<file path="src/rtl/adf4351_spi_rx_pkg.sv">
`default_nettype none
// ============================================================================
// Module      : adf4351_defs (package)
// Description : Shared constants, FSM encoding and helpers for the ADF4351
//               three-wire programming receiver.
// Revision    : 1.0 - initial release
// ============================================================================
package adf4351_defs;

    localparam int unsigned ADF_WORD_BITS = 32;
    localparam int unsigned ADF_NUM_REGS  = 6;
    localparam int unsigned ADF_CTRL_MSB  = 2;
    localparam int unsigned ADF_CTRL_LSB  = 0;
    localparam int unsigned ADF_CNT_BITS  = 6;

    typedef enum logic {
        IDLE  = 1'b0,
        SHIFT = 1'b1
    } adf_state_e;

    // Control bits select R0..R5; codes 6 and 7 do not exist on the part.
    function automatic logic adf_addr_ok(input logic [2:0] addr);
        return addr <= 3'(ADF_NUM_REGS - 1);
    endfunction

endpackage

`default_nettype wire

</file>
<file path="src/rtl/adf4351_spi_rx_sync_edge.sv">
`default_nettype none
// ============================================================================
// Module      : sync_edge
// Description : Multi-flop synchronizer with history flop and registered
//               rise/fall strobes for one asynchronous serial pin.
// Revision    : 1.0 - initial release
// ============================================================================
module sync_edge #(
    parameter int SYNC_STAGES = 2
) (
    input  logic clk,
    input  logic rst_n,
    input  logic async_i,
    output logic level_o,
    output logic rise_o,
    output logic fall_o
);

    logic [SYNC_STAGES-1:0] sync_q;
    logic                   hist_q;
    logic                   rise_q;
    logic                   fall_q;

    always_ff @(posedge clk or negedge rst_n) begin
        if (!rst_n) begin
            sync_q <= '0;
            hist_q <= 1'b0;
            rise_q <= 1'b0;
            fall_q <= 1'b0;
        end else begin
            sync_q <= {sync_q[SYNC_STAGES-2:0], async_i};
            hist_q <= sync_q[SYNC_STAGES-1];
            rise_q <= sync_q[SYNC_STAGES-1] & ~hist_q;
            fall_q <= ~sync_q[SYNC_STAGES-1] & hist_q;
        end
    end

    assign level_o = sync_q[SYNC_STAGES-1];
    assign rise_o  = rise_q;
    assign fall_o  = fall_q;

endmodule

`default_nettype wire

</file>
<file path="src/rtl/adf4351_spi_rx.sv">
`default_nettype none
// ============================================================================
// Module      : adf4351_spi_rx
// Description : ADF4351 CLK/DATA/LE receiver: frames 32-bit words, decodes
//               R0..R5 and keeps a readable shadow register file.
// Revision    : 1.0 - initial release
// ============================================================================
module adf4351_spi_rx
    import adf4351_defs::*;
#(
    parameter int SYNC_STAGES = 2
) (
    input  logic        clk,
    input  logic        rst_n,
    input  logic        spi_clk,
    input  logic        spi_data,
    input  logic        spi_le,
    output logic        word_valid,
    output logic [31:0] word,
    output logic [2:0]  reg_addr,
    output logic        frame_err,
    output logic        err_len,
    output logic        err_addr,
    output logic [5:0]  loaded_mask,
    input  logic [2:0]  rd_sel,
    output logic [31:0] rd_data
);

    logic                    clk_rise;
    logic                    le_rise;
    logic                    le_fall;
    logic                    data_lvl;
    logic [1:0]              clk_sync_unused;
    logic [1:0]              data_edges_unused;

    adf_state_e              state_q, state_d;
    logic [31:0]             shreg_q, shreg_d;
    logic [ADF_CNT_BITS-1:0] cnt_q, cnt_d;
    logic [31:0]             word_q, word_d;
    logic [2:0]              addr_q, addr_d;
    logic [5:0]              mask_q, mask_d;
    logic                    err_len_q, err_len_d;
    logic                    err_addr_q, err_addr_d;
    logic                    valid_q, valid_d;
    logic                    ferr_q, ferr_d;
    logic                    wr_en;
    logic [31:0]             shadow_q [ADF_NUM_REGS];

    sync_edge #(.SYNC_STAGES(SYNC_STAGES)) u_sync_clk (
        .clk     (clk),
        .rst_n   (rst_n),
        .async_i (spi_clk),
        .level_o (clk_sync_unused[0]),
        .rise_o  (clk_rise),
        .fall_o  (clk_sync_unused[1])
    );

    sync_edge #(.SYNC_STAGES(SYNC_STAGES)) u_sync_data (
        .clk     (clk),
        .rst_n   (rst_n),
        .async_i (spi_data),
        .level_o (data_lvl),
        .rise_o  (data_edges_unused[0]),
        .fall_o  (data_edges_unused[1])
    );

    sync_edge #(.SYNC_STAGES(SYNC_STAGES)) u_sync_le (
        .clk     (clk),
        .rst_n   (rst_n),
        .async_i (spi_le),
        .level_o (),
        .rise_o  (le_rise),
        .fall_o  (le_fall)
    );

    always_ff @(posedge clk or negedge rst_n) begin
        if (!rst_n) begin
            state_q    <= IDLE;
            shreg_q    <= '0;
            cnt_q      <= '0;
            word_q     <= '0;
            addr_q     <= '0;
            mask_q     <= '0;
            err_len_q  <= 1'b0;
            err_addr_q <= 1'b0;
            valid_q    <= 1'b0;
            ferr_q     <= 1'b0;
        end else begin
            state_q    <= state_d;
            shreg_q    <= shreg_d;
            cnt_q      <= cnt_d;
            word_q     <= word_d;
            addr_q     <= addr_d;
            mask_q     <= mask_d;
            err_len_q  <= err_len_d;
            err_addr_q <= err_addr_d;
            valid_q    <= valid_d;
            ferr_q     <= ferr_d;
        end
    end

    always_comb begin
        state_d    = state_q;
        shreg_d    = shreg_q;
        cnt_d      = cnt_q;
        word_d     = word_q;
        addr_d     = addr_q;
        mask_d     = mask_q;
        err_len_d  = err_len_q;
        err_addr_d = err_addr_q;
        valid_d    = 1'b0;
        ferr_d     = 1'b0;
        wr_en      = 1'b0;
        case (state_q)
            IDLE: begin
                // A CLK rise landing with the LE fall is deliberately lost.
                if (le_fall) begin
                    state_d = SHIFT;
                    shreg_d = '0;
                    cnt_d   = '0;
                end
            end
            SHIFT: begin
                if (clk_rise) begin
                    shreg_d = {shreg_q[30:0], data_lvl};
                    if (cnt_q != '1) begin
                        cnt_d = cnt_q + 1'b1;
                    end
                end
                // Evaluated on the post-shift values so a coincident last bit counts.
                if (le_rise) begin
                    state_d = IDLE;
                    if (cnt_d != ADF_CNT_BITS'(ADF_WORD_BITS)) begin
                        ferr_d    = 1'b1;
                        err_len_d = 1'b1;
                    end else if (!adf_addr_ok(shreg_d[ADF_CTRL_MSB:ADF_CTRL_LSB])) begin
                        ferr_d     = 1'b1;
                        err_addr_d = 1'b1;
                    end else begin
                        valid_d = 1'b1;
                        wr_en   = 1'b1;
                        word_d  = shreg_d;
                        addr_d  = shreg_d[ADF_CTRL_MSB:ADF_CTRL_LSB];
                        mask_d[shreg_d[ADF_CTRL_MSB:ADF_CTRL_LSB]] = 1'b1;
                    end
                end
            end
            default: state_d = IDLE;
        endcase
    end

    for (genvar g = 0; g < ADF_NUM_REGS; g++) begin : g_shadow
        always_ff @(posedge clk or negedge rst_n) begin
            if (!rst_n) begin
                shadow_q[g] <= '0;
            end else if (wr_en && (addr_d == 3'(g))) begin
                shadow_q[g] <= word_d;
            end
        end
    end

    always_comb begin
        rd_data = '0;
        if (rd_sel < 3'(ADF_NUM_REGS)) begin
            rd_data = shadow_q[rd_sel];
        end
    end

    assign word_valid  = valid_q;
    assign word        = word_q;
    assign reg_addr    = addr_q;
    assign frame_err   = ferr_q;
    assign err_len     = err_len_q;
    assign err_addr    = err_addr_q;
    assign loaded_mask = mask_q;

endmodule

`default_nettype wire
</file>
<file path="config.mk">
export PLATFORM = sky130hd
export DESIGN_NAME = adf4351_spi_rx
export DESIGN_NICKNAME = d
export VERILOG_FILES = /design/src/rtl/adf4351_spi_rx_pkg.sv /design/src/rtl/adf4351_spi_rx_sync_edge.sv /design/src/rtl/adf4351_spi_rx.sv
export SDC_FILE = /design/constraint.sdc
export NUM_CORES = 1
export LEC_CHECK = 0
export ABC_CLOCK_PERIOD_IN_PS = 3500
export CORE_ASPECT_RATIO = 2
export CORE_MARGIN = 2
export CORE_UTILIZATION = 55
export CTS_CLUSTER_SIZE = 16
export DETAILED_ROUTE_END_ITERATION = 8
export PLACE_DENSITY = 0.78
export SLEW_MARGIN = 15
export SYNTH_ARGS = -nofsm -noshare
export SYNTH_HDL_FRONTEND = slang
export SYNTH_SLANG_ARGS = --single-unit
</file>
<file path="constraint.sdc">
create_clock -name clk -period 3.5 [get_ports clk]
set_input_delay 0.525 -clock clk [delete_from_list [all_inputs] [get_ports clk]]
set_output_delay 0.525 -clock clk [all_outputs]
set_load 0.01 [all_outputs]
</file>
==> results.toml, run 1 <==
[synthesis]
ys_types = 43
synth.most_common_cell = "dfrtp_1"
async_reset_ff_share_pct = 100
yosysTopAreaCellShare_pct = 57.7
syn_inst = 892
synth-main-ff-cell = "dfrtp_1"
synth_top_area_cell = "dfrtp_1"
synth_area_per_cell_sq_um = 13.9
syn_nets = 901
synth_edf_count = 0
synthTopCellsByArea = "dfrtp_1 58%, mux2_2 15%, mux4_2 5.8%"
ys_ff_latch = 287
yosys_warnings = 0
synthTopCellsByCount = "287 x dfrtp_1, 171 x mux2_2, 62 x mux2i_1, 59 x nand2_1, 52 x o22ai_1"
synth_area_sq_mm = 0.0124
ys_seq_area_share_pct = 57.7

[drt]
first_pass_iters = 4
drc = 0
routed_wl_microns = 26100
vias = 7511
drtAntennaViolNets = 0
post_drt_wl_per_cell_microns = 20.6
initialDrtViolationCount = 310
routed_via_density = 5.92

[floorplan]
die_w_microns = 110
floorplan.initialDensity_pct = 56.1
rows = 77
io_pins = 85
core_sq_mm = 0.0222
dieArea_sq_mm = 0.0239
die_h_microns = 217

[critical_path]
end_kind = "primary output"
cp.required_ns = 2.97
crit_path_max_fanout = 32
arrival_ns = 2.51
worst-r2r-setup-slack_ns = 0.48
path_class = "in -> out"
start_kind = "primary input"

[finish]
syn_to_final_growth_pct = 16.6
layout.nets = 982
drive_above_1_share_pct = 28.8
antennaDiodeCount = 0

[clocking]
post_cts_resized = 0
path_clk_slew_ns = 0.07
clk_path_buf_depth = 3
cts_hold_buf = 0
cts_buffers = 25
htree_levels = 1
clk_latency_ns = 0.53
cts-root-buf = "clkbuf_16"
clock_sinks = 287
cts_setup_buffers = 0
tritoncts = "built"

[placement]
gp_congestion = 0.801
io_buffer_count = 84
dp_slack_ns = 0.476
dp.final_hpwl_microns = 16800

[sta]
period_needed_ns = 3.03
clock_skew_ns = 0.0106
fin_tns_setup_ns = 0
setup_ws_ns = 0.469
post-route-period-util_pct = 86.6
drv_slew = 0
timing.slew.headroom_pct = 49.0
setup_viol = 0
worst-slew-pin-transition_ns = 0.765
holdWs_ns = -0.0153
rsz0062_at_grt = "no"
hold_viol_final = 2
max_freq_mhz = 330

[pwr]
irDropWorstVdd_mv = 0.419
p_per_area_mw_per_mm2 = 455
leakagePower_uw = 0.00690

[worst_hold_path]
hold_path.class = "in -> async"

[grt]
overflow = 0
grtUsageTotal_pct = 22.7
grt_pass1_wl_microns = 42000
grt_pass1_vias = 7939
grt_max_degree = 99
grt_antenna_before_repair = 0

[flow_run]
cap_violations = 0

[run_status]
outcome = "complete, but fails checks"
violations = "negative hold slack"
## cells by family (layout without fill, tap and decap cells)
logic type	after synthesis	count (layout)	synth area share (%)
buffers and inverters	91	191	3.38
DFF	287	287	57.7
and+or+nand+nor	124	124	5.33
adders and majority gates	1	1	0.101
AOI/OAI and AO/OA	117	117	6.55
muxes	272	272	26.9
## through the flow
step / total power, uW / instances / utilization [%] / hold slack [ns] / area [sq um]
after floorplan: 3630 / 892 / - / 0.229 / 12400
after global placement: 3780 / 1222 / 61.6 / 0.332 / 13600
after detailed placement: 3790 / 1222 / 61.6 / 0.336 / 13600
after CTS: 6660 / 1268 / 65.5 / 0.0256 / 14500
after global routing: 6830 / 1268 / 65.5 / 0.0463 / 14500
final: 6600 / 1268 / 65.5 / -0.0153 / 14500
## report_power, final
part	internal (uW)	switching [uW]	total, uW
registers	3340	36.8	3380
clock network	1650	1230	2880
logic	104	235	339
## layer usage
layer	share of wire [%]	wire [microns]	vias up	global-route usage, %
li1	-	-	3382	-
met4	2.7	717	0	7.67
met3	2.8	730	42	2.53
met1	38	10000	3972	27.6
met2	56	14600	115	41.1
met5	0	0	-	0
## layout by cell type (no fill, tap or decap), types with 8 or more instances in the layout
master,Yosys,routed
dfrtp_1,287,286
mux2_2,171,171
clkdlybuf4s50_1,0,82
mux2i_1,62,62
nand2_1,59,59
o22ai_1,52,52
inv_1,34,34
o21a_1,33,33
mux4_2,32,32
clkbuf_16,0,25
buf_4,4,19
and2_1,13,13
nand2b_1,13,13
a22o_1,9,9
nor2_1,8,8
buf_12,0,8
## critical path, stage by stage
cell and delay [ns]:
clkdlybuf4s50_1 0.53, buf_12 0.25, mux4_2 0.22, inv_1 0.04
o22ai_1 0.32, clkdlybuf4s50_1 0.61
## final cells by class
class                           count  area, sq um
Fill cell                        1684         7650
Sequential cell                   287         7180
Multi-Input combinational cell    514         4840
Timing Repair Buffer              110         1140
Clock buffer                       33          706
Tap cell                          276          345
Clock inverter                     13          160
Inverter                           35          131
## registers in the layout (all words and copies together) (netlist names)
signal / flops
shadow_q: 192
u_sync_clk.hist_q: 1
u_sync_clk.rise_o: 1
word: 32
cnt_q: 6
u_sync_le.fall_o: 1
err_addr: 1
u_sync_data.sync_q: 2
frame_err: 1
u_sync_le.hist_q: 1
reg_addr: 3
u_sync_le.sync_q: 2
u_sync_clk.sync_q: 2
shreg_q: 32
err_len: 1
state_q: 1
word_valid: 1
u_sync_le.rise_o: 1
loaded_mask: 6
## final timing paths
kind,startpoint,endpoint,cells after the start
setup / recovery,rd_sel[2],rd_data[0],6
max in group asynchronous,rst_n,shadow_q[22],2
min in group clk,u_sync_data.sync_q[0],u_sync_data.sync_q[1],0
hold / removal,rst_n,loaded_mask[5],1
hold reg to reg,u_sync_data.sync_q[0],u_sync_data.sync_q[1],0
setup reg to reg,cnt_q[0],shadow_q[91],7
No activity file was read; power rests on OpenSTA's default activity.
==> run 2: changes to the inputs <==
--- a/config.mk
+++ b/config.mk
@@ -5,10 +5,10 @@
 export SDC_FILE = /design/constraint.sdc
 export NUM_CORES = 1
 export LEC_CHECK = 0
-export ABC_CLOCK_PERIOD_IN_PS = 3500
 export CORE_ASPECT_RATIO = 2
 export CORE_MARGIN = 2
 export CORE_UTILIZATION = 55
+export CTS_CLUSTER_DIAMETER = 200
 export CTS_CLUSTER_SIZE = 16
 export DETAILED_ROUTE_END_ITERATION = 8
 export PLACE_DENSITY = 0.78
==> results.toml, run 2 (synthesis gave the netlist of run 1 again) <==
[finish]
largest_reg_flops = 192
final_cell_area_sq_mm = 0.0142
layout.nets = 978
layout_commonest_cell = "dfrtp_1"
top_register = "shadow_q"
final_cell_mix = "286 x dfrtp_1, 171 x mux2_2, 82 x clkdlybuf4s50_1, 62 x mux2i_1, 59 x nand2_1"
drive_above_1_share_pct = 27.3
fillers = 1719
antennaDiodeCount = 0
syn_to_final_growth_pct = 14.0

[critical_path]
path_common_cell = "clkdlybuf4s50_1"
reg2reg_to = "shadow_q[91]"
arrival_ns = 2.49
worst-r2r-setup-slack_ns = 0.51
worstRegToRegCells = 7
cp.required_ns = 2.97
critPathLaunch = "rd_sel[2]"
crit_chain = "clkdlybuf4s50_1 -> buf_12 -> mux4_2 -> inv_1 -> o22ai_1 -> clkdlybuf4s50_1"
path_class = "in -> out"
critPathSlowestCell = "clkdlybuf4s50_1"
start_kind = "primary input"
crit_path_max_fanout = 32
r2r_start = "cnt_q[0]"
end_kind = "primary output"
cpPeakStageDelay_ns = 0.61

[placement]
placed_area_sq_mm = 0.0136
gp_congestion = 0.801
dp_slack_ns = 0.476
io_buffer_count = 84
dp.final_hpwl_microns = 16800

[drt]
initialDrtViolationCount = 284
routed_via_density = 5.96
routed_wl_microns = 26000
post_drt_wl_per_cell_microns = 20.9
drc = 0
drtAntennaViolNets = 0
first_pass_iters = 4
vias = 7420

[sta]
post-route-period-util_pct = 86.0
fin_tns_setup_ns = 0
period_needed_ns = 3.01
max_freq_mhz = 332
worst-slew-pin-transition_ns = 0.747
setup_ws_ns = 0.488
holdWs_ns = 0.0151
clock_skew_ns = 0.0151
hold_viol_final = 0
setup_viol = 0
rsz0062_at_grt = "no"
drv_slew = 0
timing.slew.headroom_pct = 50.2

[clocking]
post_cts_resized = 0
path_clk_slew_ns = 0.07
clk_latency_ns = 0.52
cts_hold_buf = 0
cts-root-buf = "clkbuf_16"
clk_path_buf_depth = 3
cts_buffers = 21
clock_sinks = 287
cts_setup_buffers = 0
tritoncts = "built"
htree_levels = 1

[grt]
overflow = 0
grt_pass1_wl_microns = 42100
grt_pass1_vias = 7919
grtUsageTotal_pct = 22.9
grt_antenna_before_repair = 0
grt_max_degree = 99

[floorplan]
floorplan.initialDensity_pct = 56.1
io_pins = 85
die_w_microns = 110
die_h_microns = 217
dieArea_sq_mm = 0.0239
rows = 77
core_sq_mm = 0.0222

[run_status]
outcome = "complete, no violations"

[worst_hold_path]
hold_path.class = "in -> async"

[flow_run]
cap_violations = 0

[pwr]
p_per_area_mw_per_mm2 = 415
leakagePower_uw = 0.00674
irDropWorstVdd_mv = 0.461
## run 2: changes by cell type in the layout (fill, tap and decap cells not counted)
| cell | change |
|---|---|
| clkinv_2 | -6 |
| clkbuf_16 | -4 |
| clkbuf_1 | -1 |
| clkbuf_8 | -5 |
| bufinv_16 | -3 |
| clkinvlp_4 | -2 |
| clkinv_8 | -1 |
## run 2: area by class of cell
cell class / instances / area (sq um) / area share (%)
clock buffer: 23 / 533 / 3.76
clock inverter: 1 / 8.76 / 0.0618
inverter: 35 / 131 / 0.926
multi-input combinational: 514 / 4840 / 34.1
sequential: 287 / 7180 / 50.6
tap: 276 / 345 / 2.43
timing repair buffer: 110 / 1140 / 8.03
## run 2: power by group
| group | internal (uW) | leakage [uW] | switching [uW] |
|---|---|---|---|
| clock network | 1080 | 0.000266 | 1090 |
| logic | 104 | 0.00250 | 237 |
| registers | 3340 | 0.00398 | 35.7 |
| total | 4520 | 0.00674 | 1360 |
## run 2: through the flow
step                      utilization (%)  power (uW)  cells
after CTS                            64.0        5950   1246
final                                64.0        5890   1246
after detailed placement             61.6        3790   1222
after floorplan                         -        3630    892
after global routing                 64.0        6110   1246
after global placement               61.6        3780   1222
## run 2: how the worst max path moves through the flow
| stage | endpoint | cells past startpoint | slack, ns |
|---|---|---|---|
| finish | rd_data[0] | 6 | 0.49 |
| global route | shadow_q[90] | 7 | 0.24 |
| CTS | rd_data[0] | 6 | 0.48 |
| detailed placement | shadow_q[73] | 7 | 0.48 |
| global placement | rd_data[0] | 6 | 0.49 |
| floorplan | rd_data[10] | 5 | 0.89 |
## run 2: per-layer routing
metal  vias up  part of all wire (%)  GRT usage [%]
met5         -                     0              0
met4         0                   2.0           7.25
met3        35                   2.9           2.56
met2       124                    57           41.3
met1      3907                    38           28.1
li1       3354                     -              -
## run 2: critical path, delay by kind of cell
family | cells | cell delay (ns)
AOI/OAI and AO/OA | 1 | 0.30
buffers and inverters | 4 | 1.43
muxes | 1 | 0.22
